[config.mk]
export PLATFORM = sky130hd
export DESIGN_NAME = intr_ctrl_flat
export DESIGN_NICKNAME = d
export VERILOG_FILES = /design/src/rtl/intr_pkg.sv /design/src/rtl/intr_ctrl_if.sv /design/src/rtl/intr_prio_enc.sv /design/src/rtl/intr_ctrl.sv /design/src/flat_wrapper.sv
export SDC_FILE = /design/constraint.sdc
export NUM_CORES = 1
export LEC_CHECK = 0
export ABC_CLOCK_PERIOD_IN_PS = 2500
export BUFFER_PORTS_ARGS = -buffer_cell sky130_fd_sc_hd__buf_4
export CAP_MARGIN = 25
export CORE_MARGIN = 5
export CORE_UTILIZATION = 50
export DETAILED_ROUTE_END_ITERATION = 8
export PLACE_DENSITY = 0.8
export SLEW_MARGIN = 15
export SYNTH_ARGS = -nofsm -noshare
export SYNTH_HDL_FRONTEND = slang
export SYNTH_SLANG_ARGS = --single-unit
[constraint.sdc]
create_clock -name Clk -period 2.5 [get_ports Clk]
set_input_delay 0.375 -clock Clk [delete_from_list [all_inputs] [get_ports Clk]]
set_output_delay 0.375 -clock Clk [all_outputs]
set_load 0.1 [all_outputs]
[src/rtl/intr_pkg.sv]
// Shared definitions for the interrupt controller: FSM encoding and default sizing.
package intr_pkg;

    localparam int NSRC_DEF    = 4;
    localparam int CAUSE_W_DEF = 2;

    typedef enum logic [1:0] {
        ST_IDLE    = 2'd0,
        ST_REQ     = 2'd1,
        ST_SERVICE = 2'd2
    } intr_state_e;

endpackage

[src/rtl/intr_ctrl_if.sv]
// Intr/Inta handshake bundle between the interrupt controller (slave) and the CPU side (master).
interface intr_ctrl_if #(
    parameter int NSRC    = 4,
    parameter int CAUSE_W = 2
);
    logic [NSRC-1:0]    Irq;
    logic               Ie;
    logic               Mask_we;
    logic [NSRC-1:0]    Mask_d;
    logic               Inta;
    logic               Eret;
    logic               Intr;
    logic [CAUSE_W-1:0] Cause;
    logic [NSRC-1:0]    Pending;
    logic [NSRC-1:0]    Mask_q;
    logic               Busy;

    modport master (
        output Irq, Ie, Mask_we, Mask_d, Inta, Eret,
        input  Intr, Cause, Pending, Mask_q, Busy
    );

    modport slave (
        input  Irq, Ie, Mask_we, Mask_d, Inta, Eret,
        output Intr, Cause, Pending, Mask_q, Busy
    );
endinterface

[src/rtl/intr_prio_enc.sv]
// Combinational priority encoder: reports the lowest set index of act (index 0 wins).
module intr_prio_enc #(
    parameter int NSRC    = 4,
    parameter int CAUSE_W = 2
) (
    input  logic [NSRC-1:0]    act,
    output logic [CAUSE_W-1:0] idx,
    output logic               any
);

    // Scan from the top so the lowest set index is the last one written.
    always_comb begin
        idx = '0;
        any = 1'b0;
        for (int i = NSRC - 1; i >= 0; i--) begin
            idx = act[i] ? CAUSE_W'(i) : idx;
            any = any | act[i];
        end
    end

endmodule

[src/rtl/intr_ctrl.sv]
// Interrupt controller top: edge-latched pending bits, mask, request/ack/return FSM.
// Defining INTR_SYNC_EN inserts a 2-flop synchronizer on every Irq bit.
module intr_ctrl
    import intr_pkg::*;
#(
    parameter int              NSRC     = NSRC_DEF,
    parameter int              CAUSE_W  = CAUSE_W_DEF,
    parameter logic [NSRC-1:0] MASK_RST = {NSRC{1'b1}}
) (
    input logic        Clk,
    input logic        Clrn,
    intr_ctrl_if.slave bus
);

    logic [NSRC-1:0]    irq_s;
    logic [NSRC-1:0]    rise_s;
    logic [NSRC-1:0]    act_s;
    logic [NSRC-1:0]    clr_s;
    logic [CAUSE_W-1:0] idx_s;
    logic               any_s;

    logic [NSRC-1:0]    irq_dly_q, irq_dly_d;
    logic [NSRC-1:0]    pending_q, pending_d;
    logic [NSRC-1:0]    mask_q,    mask_d;
    logic [CAUSE_W-1:0] cause_q,   cause_d;
    intr_state_e        state_q,   state_d;
    logic               intr_q,    intr_d;
    logic               busy_q,    busy_d;

`ifdef INTR_SYNC_EN
    logic [NSRC-1:0] sync1_q;
    logic [NSRC-1:0] sync2_q;

    // Two-stage synchronizer for asynchronous interrupt sources.
    always_ff @(posedge Clk or negedge Clrn) begin
        if (!Clrn) begin
            sync1_q <= '0;
            sync2_q <= '0;
        end else begin
            sync1_q <= bus.Irq;
            sync2_q <= sync1_q;
        end
    end

    assign irq_s = sync2_q;
`else
    assign irq_s = bus.Irq;
`endif

    intr_prio_enc #(
        .NSRC    (NSRC),
        .CAUSE_W (CAUSE_W)
    ) u_prio (
        .act (act_s),
        .idx (idx_s),
        .any (any_s)
    );

    // Next-state logic for edge detector, pending/mask registers and the handshake FSM.
    always_comb begin
        irq_dly_d = irq_s;
        rise_s    = irq_s & ~irq_dly_q;
        act_s     = pending_q & mask_q;
        state_d   = state_q;
        cause_d   = cause_q;
        clr_s     = '0;

        case (state_q)
            ST_IDLE: begin
                if (any_s && bus.Ie) begin
                    state_d = ST_REQ;
                end else begin
                    state_d = ST_IDLE;
                end
            end
            ST_REQ: begin
                if (bus.Inta) begin
                    if (any_s) begin
                        state_d = ST_SERVICE;
                        cause_d = idx_s;
                        clr_s   = {{(NSRC-1){1'b0}}, 1'b1} << idx_s;
                    end else begin
                        state_d = ST_IDLE;
                    end
                end else if (!any_s || !bus.Ie) begin
                    state_d = ST_IDLE;
                end else begin
                    state_d = ST_REQ;
                end
            end
            ST_SERVICE: begin
                if (bus.Eret) begin
                    state_d = ST_IDLE;
                end else begin
                    state_d = ST_SERVICE;
                end
            end
            default: begin
                state_d = ST_IDLE;
            end
        endcase

        // A fresh rise beats the acknowledge clear on the same bit.
        pending_d = (pending_q & ~clr_s) | rise_s;

        if (bus.Mask_we) begin
            mask_d = bus.Mask_d;
        end else begin
            mask_d = mask_q;
        end

        intr_d = (state_d == ST_REQ);
        busy_d = (state_d == ST_SERVICE);
    end

    // State registers; outputs are flopped copies of the next-state decode.
    always_ff @(posedge Clk or negedge Clrn) begin
        if (!Clrn) begin
            irq_dly_q <= '0;
            pending_q <= '0;
            mask_q    <= MASK_RST;
            cause_q   <= '0;
            state_q   <= ST_IDLE;
            intr_q    <= 1'b0;
            busy_q    <= 1'b0;
        end else begin
            irq_dly_q <= irq_dly_d;
            pending_q <= pending_d;
            mask_q    <= mask_d;
            cause_q   <= cause_d;
            state_q   <= state_d;
            intr_q    <= intr_d;
            busy_q    <= busy_d;
        end
    end

    assign bus.Intr    = intr_q;
    assign bus.Busy    = busy_q;
    assign bus.Cause   = cause_q;
    assign bus.Pending = pending_q;
    assign bus.Mask_q  = mask_q;

endmodule

[src/flat_wrapper.sv]
// flat-port wrapper written by rule: the top's interface ports become plain ports
module intr_ctrl_flat import intr_pkg::*;
#(
    parameter int              NSRC     = NSRC_DEF,
    parameter int              CAUSE_W  = CAUSE_W_DEF,
    parameter logic [NSRC-1:0] MASK_RST = {NSRC{1'b1}}
)
  (Clk, Clrn, bus_Irq, bus_Ie, bus_Mask_we, bus_Mask_d, bus_Inta, bus_Eret, bus_Intr, bus_Cause, bus_Pending, bus_Mask_q, bus_Busy);
  intr_ctrl_if #(.NSRC(NSRC), .CAUSE_W(CAUSE_W)) bus_i ();
  input logic Clk;
  input logic Clrn;
  input wire logic [$bits(bus_i.Irq)-1:0] bus_Irq;
  input wire logic [$bits(bus_i.Ie)-1:0] bus_Ie;
  input wire logic [$bits(bus_i.Mask_we)-1:0] bus_Mask_we;
  input wire logic [$bits(bus_i.Mask_d)-1:0] bus_Mask_d;
  input wire logic [$bits(bus_i.Inta)-1:0] bus_Inta;
  input wire logic [$bits(bus_i.Eret)-1:0] bus_Eret;
  output wire logic [$bits(bus_i.Intr)-1:0] bus_Intr;
  output wire logic [$bits(bus_i.Cause)-1:0] bus_Cause;
  output wire logic [$bits(bus_i.Pending)-1:0] bus_Pending;
  output wire logic [$bits(bus_i.Mask_q)-1:0] bus_Mask_q;
  output wire logic [$bits(bus_i.Busy)-1:0] bus_Busy;
  assign bus_i.Irq = bus_Irq;
  assign bus_i.Ie = bus_Ie;
  assign bus_i.Mask_we = bus_Mask_we;
  assign bus_i.Mask_d = bus_Mask_d;
  assign bus_i.Inta = bus_Inta;
  assign bus_i.Eret = bus_Eret;
  assign bus_Intr = bus_i.Intr;
  assign bus_Cause = bus_i.Cause;
  assign bus_Pending = bus_i.Pending;
  assign bus_Mask_q = bus_i.Mask_q;
  assign bus_Busy = bus_i.Busy;
  intr_ctrl #(.NSRC(NSRC), .CAUSE_W(CAUSE_W), .MASK_RST(MASK_RST)) u_core (.Clk(Clk), .Clrn(Clrn), .bus(bus_i));
endmodule
==> summary.md, run 1 <==
| Metric | Value |
|---|---|
| Data required time of the worst path | 2.12 ns |
| Leak | 0.4970 nW |
| Pre-antenna DRT Iters | 4 |
| Total power | 1.038 mW |
| Setup TNS | 0 ns |
| Clock skew | 0.003035 ns |
| Worst-path fanout max | 6 |
| CORE AREA | 1350 sq um |
| Final hold vios | 0 |
| Power per cell area | 1048 nW/um^2 |
| Grt ovf | 0 |
| Register area share after synthesis | 61.69% |
| First-pass GRT wire length | 2635 microns |
| Setup violators final | 0 |
| CTS Buf Count | 3 |
| Number of remaining DRC errors | 0 |
| MaxCap Viol Count | 0 |
| H-tree Lvls | 1 |
| RD Place Congestion | 0.7214 |
| Post-CTS resize count | 0 |
| Tcrit/Tclk final | 62.49% |
| R2R depth | 4 |
| Mapped cell area | 738.2 sq um |
| RSZ-0062 raised after global routing | no |
| Placement Rows | 13 |
| Antenna Cells | 0 |
| Total global-route track usage | 14.07% |
| CP top delay family | flip-flops |
| Yosys warnings | 0 |
| Drt total wl | 1455 microns |
| Synth cell types | 20 |
| Levels on crit path | 1 |
| Drt first-iter violations | 5 |
| Final Net Count | 100 |
| Drt wl/cell | 14.55 microns |
| DPL Wire Length | 1181 microns |
| Vias | 528 |
| Post-route ant nets | 0 |
| Die H | 48.43 microns |
| Largest net degree at the start of global routing | 19 |
| R2r setup slk | 1.13 ns |
| Vias in the first global route | 566 |
| Max incr delay on CP | 0.60 ns |
| CTS tree | done |
| Rel. slew slack | 81.14% |
| Status | finished, final reports clean |
| Crit path arrival time | 1.19 ns |
| Hold depth | 1 |
| Root Buffer | clkbuf_4 |
| FF+latch count, synth | 18 |
| Cell count after synthesis | 55 |
| Critical path startpoint category | flip-flop |
| Post-Syn Nets | 69 |
| Worst-path clk slew | 0.10 ns |
| Worst-Margin Slew | 0.2853 ns |
| CP Buf/Inv Count | 1 |
| P&R area growth vs syn | 34.24% |
| Critical path, cell by cell | buf_4 |
| Skew-Pair Late Insertion Delay | 0.28 ns |
| Die ar. | 2345 sq um |
| Syn avg cell area | 13.42 sq um |
| Initial Utilization | 54.68% |
| Minimum clock period | 1.562 ns |
| CP Capture Type | output pin |
| Hold WC Path Type | input port to flip-flop |
| Post-CTS Setup Inserts | 0 |
| Vias per inst | 5.280 |
| Peak supply drop | 0.6565 mV |
| Clk buf depth | 2 |
| Post-cts hold buffer count | 1 |
| Critical path's slowest cell | dfstp_2 |
| Port Buf Inserts | 25 |
| Fmax | 0.6401 GHz |
| Clk sinks | 18 |
| Initial antenna violation count | 0 |
| WS Path Type | flip-flop to output pin |
| # IOs | 26 |
| Layout cell share with drive strength beyond 1 | 47.06% |
| Die X | 48.43 microns |
| Pins Over Slew Limit | 0 |
[synthesized netlist by cell type, drive strengths merged]
master  instances  area (sq um)
a32oi           1         8.760
a22oi           2         15.01
and4b           2         20.02
dfrtp          14         350.3
nand3b          1         20.02
mux2            5         60.05
dfstp           4         105.1
nand2b          1         6.260
and3b           1         10.01
nand3           2         10.01
a22o            4         43.80
nor3            1         10.01
a21oi           3         15.01
o21ai           1         5.000
nand2           9         43.80
inv             4         15.01
[per-stage QoR]
| step | setup slack [ns] | hold slack, ns | area, sq um | std cells | utilization, % |
|---|---|---|---|---|---|
| final | 0.9377 | 0.2010 | 991.0 | 100 | 73.40 |
| after global routing | 0.8905 | 0.1780 | 991.0 | 100 | 73.40 |
| after CTS | 0.9206 | 0.1926 | 991.0 | 100 | 73.40 |
| after detailed placement | 1.142 | 0.2478 | 944.7 | 95 | 69.97 |
| after global placement | 1.168 | 0.2492 | 944.7 | 95 | 69.97 |
| after floorplan | 0.6603 | 0.07941 | 738.2 | 55 | - |
[layout by cell type (no fill, tap or decap), drive strengths merged, types with 2 or more instances in the layout]
master,instances
nand2,9
dfrtp,14
inv,4
nand3,2
a22oi,2
a21oi,3
dfstp,4
buf,25
a22o,4
mux2,5
clkbuf,4
and4b,2
[flip-flops by register name, summed over array words and instances (netlist names)]
signal              flops
u_core.bus.Cause        2
u_core.bus.Pending      4
u_core.irq_dly_q        4
u_core.bus.Intr         1
u_core.state_q          2
u_core.bus.Busy         1
u_core.bus.Mask_q       4
[power by group]
part	leakage, nW	internal [mW]	switching (mW)	total, mW
logic	0.274	0.118	0.361	0.478
registers	0.202	0.345	0.0435	0.389
clock network	0.0210	0.0886	0.0824	0.171
total	0.497	0.552	0.487	1.04
[final cells by class]
| class | count | area, sq um |
|---|---|---|
| Inverter | 4 | 15.01 |
| Fill cell | 89 | 359.1 |
| Tap cell | 15 | 18.77 |
| Timing Repair Buffer | 26 | 197.7 |
| Sequential cell | 18 | 455.4 |
| Multi-Input combinational cell | 33 | 267.8 |
| Clock buffer | 4 | 36.28 |
[layer usage]
metal	up-vias	wire (microns)	GRT usage, %
met1	250	611	17.22
met2	19	712	22.17
met3	2	121	7.034
li1	257	-	-
met4	0	9	2.765
met5	-	0	0
[worst paths after layout]
check	from	to
min in group asynchronous	Clrn	u_core.bus.Pending[2]$_DFF_PN0_
max in group asynchronous	Clrn	u_core.bus.Mask_q[3]$_DFFE_PN1P_
worst max-delay path	u_core.bus.Mask_q[0]$_DFFE_PN1P_	bus_Mask_q[0]
worst min-delay path	bus_Irq[1]	u_core.irq_dly_q[1]$_DFF_PN0_
worst min register to register	u_core.irq_dly_q[0]$_DFF_PN0_	u_core.bus.Pending[0]$_DFF_PN0_
worst max register to register	u_core.bus.Pending[0]$_DFF_PN0_	u_core.bus.Cause[0]$_DFFE_PN0P_
[cell families (layout without fill, tap and decap cells)]
family / after synthesis / after routing / synth area share, %
AND/OR/NAND/NOR: 17 / 17 / 16.27
AO/OA/AOI/OAI: 11 / 11 / 11.86
buffers and inverters: 4 / 34 / 2.033
flip-flops: 18 / 18 / 61.70
multiplexers: 5 / 5 / 8.135
Power figures use the tool's default switching activity.
==> run 2, diff against run 1 <==
ABC_AREA = 1   (was not set)
ABC_CLOCK_PERIOD_IN_PS = 1550   (was 2500)
CORE_UTILIZATION = 46   (was 50)
PLACE_DENSITY = 0.75   (was 0.8)
clock period = 1.55 ns   (was 2.5 ns; I/O delays follow)
==> summary.md, run 2 <==
| Metric | Value |
|---|---|
| Status | finished, final reports clean |
| Power per cell area | 1611 nW/um^2 |
| Mapped cell area | 715.7 sq um |
| Post-route ant nets | 0 |
| Port Buf Inserts | 25 |
| Worst-path fanout max | 4 |
| Vias in the first global route | 578 |
| Initial antenna violation count | 0 |
| Layout cell share with drive strength beyond 1 | 51.55% |
| CTS tree | done |
| CP top delay family | flip-flops |
| Largest net degree at the start of global routing | 19 |
| Synth cell types | 15 |
| Worst-Margin Slew | 0.2817 ns |
| Peak supply drop | 0.9147 mV |
| Synth cell count leaders | nand2_1 (19), dfrtp_1 (14), inv_1 (6) |
| H-tree Lvls | 1 |
| CTS Buf Count | 3 |
| R2r setup slk | 0.37 ns |
| Register area share after synthesis | 63.64% |
| Minimum clock period | 1.403 ns |
| Critical path, cell by cell | buf_4 |
| Setup TNS | 0 ns |
| # IOs | 26 |
| Most common cell after layout, fill and taps aside | buf_4 |
| Vias per inst | 4.867 |
| Die ar. | 2445 sq um |
| Levels on crit path | 1 |
| Total global-route track usage | 12.56% |
| Initial Utilization | 48.07% |
| R2r endpoint | u_core.bus.Pending[2]$_DFF_PN0_ |
| Leak | 0.5002 nW |
| First-pass GRT wire length | 2318 microns |
| Post-Syn Nets | 81 |
| Worst-path clk slew | 0.10 ns |
| CP Buf/Inv Count | 1 |
| Setup slack after layout | 0.1470 ns |
| Fmax | 0.7128 GHz |
| Async S/R FF share, synth | 100.0% |
| Pre-antenna DRT Iters | 3 |
| Hold Crit Endpoint | u_core.irq_dly_q[0]$_DFF_PN0_ |
| Crit path arrival time | 1.17 ns |
| Final hold vios | 0 |
| Vias | 550 |
| Post-CTS Setup Inserts | 0 |
| Placement Rows | 14 |
| Hold depth | 1 |
| Grt ovf | 0 |
| Rel. slew slack | 81.38% |
| Syn avg cell area | 10.68 sq um |
| Commonest non-fill, non-tap cells in the layout | buf_4 (25), nand2_1 (19), dfrtp_1 (10) |
| Die H | 49.45 microns |
| Tcrit/Tclk final | 90.51% |
| Skew-Pair Late Insertion Delay | 0.29 ns |
| RSZ-0062 raised after global routing | no |
| CP Capture Type | output pin |
| Die X | 49.45 microns |
| Ys flop type | dfrtp_1 |
| Drt wl/cell | 11.91 microns |
| Largest cells by area after synthesis | dfrtp_1 (49%), dfstp_2 (15%), nand2_1 (10%) |
| Dpl ws | 0.3913 ns |
| Hold Path Origin | bus_Irq[0] |
| Clk buf depth | 2 |
| Cell count after synthesis | 67 |
| RD Place Congestion | 0.6856 |
| Cell with the most instances after synthesis | nand2_1 |
| Yosys warnings | 0 |
| Drt first-iter violations | 2 |
| MaxCap Viol Count | 0 |
| FF+latch count, synth | 18 |
| Root Buffer | clkbuf_4 |
| Critical path startpoint category | flip-flop |
| Max incr delay on CP | 0.58 ns |
| R2R depth | 7 |
| Final Net Count | 112 |
| Clock skew | 0.006668 ns |
| Post-synth EDFFs | 0 |
| Hold WC Path Type | input port to flip-flop |
| Setup violators final | 0 |
| Top cell type by total area after synthesis | dfrtp_1 |
| Data required time of the worst path | 1.32 ns |
| Pins Over Slew Limit | 0 |
| DPL Wire Length | 1077 microns |
| CORE AREA | 1489 sq um |
| Antenna Cells | 0 |
| Drt total wl | 1346 microns |
| Share of the synthesized area in the top cell type | 48.95% |
| Number of remaining DRC errors | 0 |
| Worst reg2reg path startpoint | u_core.bus.Mask_q[2]$_DFFE_PN1P_ |
| WS Path Type | flip-flop to output pin |
| Clk sinks | 18 |
| Critical path's slowest cell | dfstp_2 |
| P&R area growth vs syn | 36.19% |
-- run 2: cell count changes in the layout (fill, tap and decap cells not counted), moves of 4 or more --
cell and change:
nand2_2 +4, dfrtp_1 -4, dfrtp_2 +4, mux2_1 -4, nand2_1 +12, mux2_2 +4
-- run 2: layout make-up --
| class | instances | area, sq um |
|---|---|---|
| Tap cell | 16 | 20.02 |
| Multi-Input combinational cell | 43 | 237.7 |
| Clock buffer | 4 | 36.28 |
| Inverter | 6 | 22.52 |
| Sequential cell | 18 | 460.4 |
| Fill cell | 118 | 514.2 |
| Timing Repair Buffer | 26 | 197.7 |
-- run 2: kinds of logic after synthesis --
family	Yosys count	share of synthesized area [%]
flip-flops	18	63.64
AND/OR/NAND/NOR	34	22.90
AO/OA/AOI/OAI	5	4.020
multiplexers	4	6.293
buffers and inverters	6	3.147
-- run 2: how the worst max path moves through the flow --
stage | startpoint | endpoint | slack (ns)
4_1_cts | u_core.bus.Mask_q[1]$_DFFE_PN1P_ | bus_Mask_q[1] | 0.14
6_report | u_core.bus.Mask_q[1]$_DFFE_PN1P_ | bus_Mask_q[1] | 0.15
5_1_grt | u_core.bus.Mask_q[1]$_DFFE_PN1P_ | bus_Mask_q[1] | 0.10
3_5_place_dp | u_core.bus.Mask_q[2]$_DFFE_PN1P_ | u_core.bus.Pending[2]$_DFF_PN0_ | 0.39
3_3_place_gp | u_core.bus.Mask_q[2]$_DFFE_PN1P_ | u_core.bus.Pending[2]$_DFF_PN0_ | 0.42
2_1_floorplan | u_core.bus.Mask_q[2]$_DFFE_PN1P_ | u_core.bus.Pending[2]$_DFF_PN0_ | 0.02
-- run 2: where the power goes --
part | leakage (nW) | internal (mW) | switching [mW]
clock | 0.0210 | 0.143 | 0.141
sequential | 0.202 | 0.551 | 0.0450
combinational | 0.277 | 0.149 | 0.541
total | 0.500 | 0.843 | 0.727
-- run 2: layer usage --
| layer | part of all wire (%) | GRT usage, % |
|---|---|---|
| met4 | 2.2 | 7.860 |
| met5 | 0 | 0 |
| met1 | 40 | 12.87 |
| met2 | 49 | 20.39 |
| met3 | 9.1 | 5.810 |
-- run 2: stage by stage --
step / power [mW] / hold slack, ns / instance area (sq um) / utilization [%] / std cells
floorplan: 1.138 / -0.06309 / 720.7 / - / 67
global placement: 1.291 / 0.1101 / 928.4 / 62.35 / 108
detailed placement: 1.299 / 0.1082 / 928.4 / 62.35 / 108
CTS: 1.591 / 0.03725 / 974.7 / 65.46 / 113
global route: 1.648 / 0.02190 / 974.7 / 65.46 / 113
finish: 1.570 / 0.04677 / 974.7 / 65.46 / 113
-- run 2: what timing repair did --
item,CTS,global route
hold buffers,1,0
endpoints found under the hold margin,14,0
gates resized for setup,0,0
==> run 3, diff against run 2 <==
==> constraint.sdc (replaced) <==
create_clock -name Clk -period 1.55 [get_ports Clk]
set_input_delay 0.0775 -clock Clk [delete_from_list [all_inputs] [get_ports Clk]]
set_output_delay 0.0775 -clock Clk [all_outputs]
set_load 0.1 [all_outputs]
==> summary.md, run 3 (synthesis results as in run 2) <==
| Metric | Value |
|---|---|
| Critical path's slowest cell | dfstp_2 |
| Clk buf depth | 2 |
| CP Capture Type | output pin |
| Hold WC Path Type | input port to flip-flop |
| Root Buffer | clkbuf_4 |
| Crit path arrival time | 1.16 ns |
| Power per cell area | 1539 nW/um^2 |
| R2r endpoint | u_core.bus.Pending[2]$_DFF_PN0_ |
| Worst-path clk slew | 0.10 ns |
| H-tree Lvls | 1 |
| Most common cell after layout, fill and taps aside | buf_4 |
| CP Buf/Inv Count | 1 |
| Pins Over Slew Limit | 0 |
| Drt total wl | 1376 microns |
| Post-CTS resize count | 0 |
| Clk sinks | 18 |
| Skew-Pair Late Insertion Delay | 0.29 ns |
| Drt wl/cell | 11.66 microns |
| Max incr delay on CP | 0.58 ns |
| Post-route ant nets | 0 |
| Initial antenna violation count | 0 |
| Port Buf Inserts | 25 |
| Hold depth | 2 |
| Hold Crit Endpoint | u_core.bus.Mask_q[2]$_DFFE_PN1P_ |
| Critical path, cell by cell | buf_4 |
| Final Net Count | 117 |
| Largest net degree at the start of global routing | 19 |
| Final hold vios | 0 |
| Vias in the first global route | 593 |
| R2r setup slk | 0.36 ns |
| Initial Utilization | 48.07% |
| Levels on crit path | 1 |
| Setup TNS | 0 ns |
| First-pass GRT wire length | 2366 microns |
| Total power | 1.577 mW |
| WS Path Type | flip-flop to output pin |
| Die H | 49.45 microns |
| Post-CTS Setup Inserts | 0 |
| Drt first-iter violations | 2 |
| Vias | 571 |
| Pre-antenna DRT Iters | 4 |
| MaxCap Viol Count | 0 |
| Worst-Margin Slew | 0.2819 ns |
| # IOs | 26 |
| Commonest non-fill, non-tap cells in the layout | buf_4 (25), nand2_1 (19), dfrtp_1 (10) |
| Leak | 0.5211 nW |
| Placement Rows | 14 |
| Fmax | 0.8079 GHz |
| Total global-route track usage | 12.75% |
| Hold slack | 0.01991 ns |
| DPL Wire Length | 1077 microns |
| Die X | 49.45 microns |
| Tcrit/Tclk final | 79.86% |
| P&R area growth vs syn | 43.18% |
| CTS Buf Count | 3 |
| Data required time of the worst path | 1.47 ns |
| R2R depth | 7 |
| Core Util, Final | 68.82% |
| Worst-path fanout max | 4 |
| Rel. slew slack | 81.36% |
| Post-route cell area | 1025 sq um |
| RSZ-0062 raised after global routing | no |
| Die ar. | 2445 sq um |
| Setup slack after layout | 0.3122 ns |
| Status | finished, final reports clean |
| RD Place Congestion | 0.6856 |
| Clock skew | 0.002203 ns |
| Cell area after placement | 928.4 sq um |
| Worst reg2reg path startpoint | u_core.bus.Mask_q[2]$_DFFE_PN1P_ |
| Fin cells | 118 |
| Hold Path Origin | bus_Mask_d[2] |
| Minimum clock period | 1.238 ns |
| Post-cts hold buffer count | 5 |
| Grt ovf | 0 |
| Antenna Cells | 0 |
| Peak supply drop | 0.8474 mV |
| Dpl ws | 0.3913 ns |
| CORE AREA | 1489 sq um |
| Vias per inst | 4.839 |
| CP top delay family | flip-flops |
| DP Cell Count | 108 |
| Critical path startpoint category | flip-flop |
| Setup violators final | 0 |
| Layout cell share with drive strength beyond 1 | 49.02% |
| Number of remaining DRC errors | 0 |
| CTS tree | done |
[run 3: changes by cell type in the layout (fill, tap and decap cells not counted)]
cell           previous run  this run
dlygate4sd3_1             1         6
[run 3: worst max path at each step]
stage,from,end,slack (ns)
after floorplan,u_core.bus.Mask_q[2]$_DFFE_PN1P_,u_core.bus.Pending[2]$_DFF_PN0_,0.02
after global placement,u_core.bus.Mask_q[2]$_DFFE_PN1P_,u_core.bus.Pending[2]$_DFF_PN0_,0.42
after detailed placement,u_core.bus.Mask_q[2]$_DFFE_PN1P_,u_core.bus.Pending[2]$_DFF_PN0_,0.39
after CTS,u_core.bus.Mask_q[1]$_DFFE_PN1P_,bus_Mask_q[1],0.29
after global routing,u_core.bus.Mask_q[1]$_DFFE_PN1P_,bus_Mask_q[1],0.27
final,u_core.bus.Mask_q[1]$_DFFE_PN1P_,bus_Mask_q[1],0.31
[run 3: cell type report]
cell class                 count  area (sq um)
tap                           16         20.02
clock buffer                   4         36.28
fill                         116         464.2
sequential                    18         460.4
timing repair buffer          31         247.7
multi-input combinational     43         237.7
inverter                       6         22.52
[run 3: per-layer routing]
| metal | vias to the layer above | GRT usage [%] | routed length [microns] |
|---|---|---|---|
| met4 | 0 | 7.860 | 10 |
| met2 | 20 | 20.60 | 685 |
| met3 | 2 | 5.810 | 124 |
| li1 | 284 | - | - |
| met5 | - | 0 | 0 |
| met1 | 265 | 13.26 | 556 |
[run 3: report_power, final]
part | switching [mW] | internal [mW]
logic | 0.543 | 0.157
clock network | 0.137 | 0.143
registers | 0.0456 | 0.551
[run 3: worst reg2reg max path: cells and delay by family (launching register included)]
kind             cells  cell delay [ns]
DFF                  1             0.55
and+or+nand+nor      7             0.53
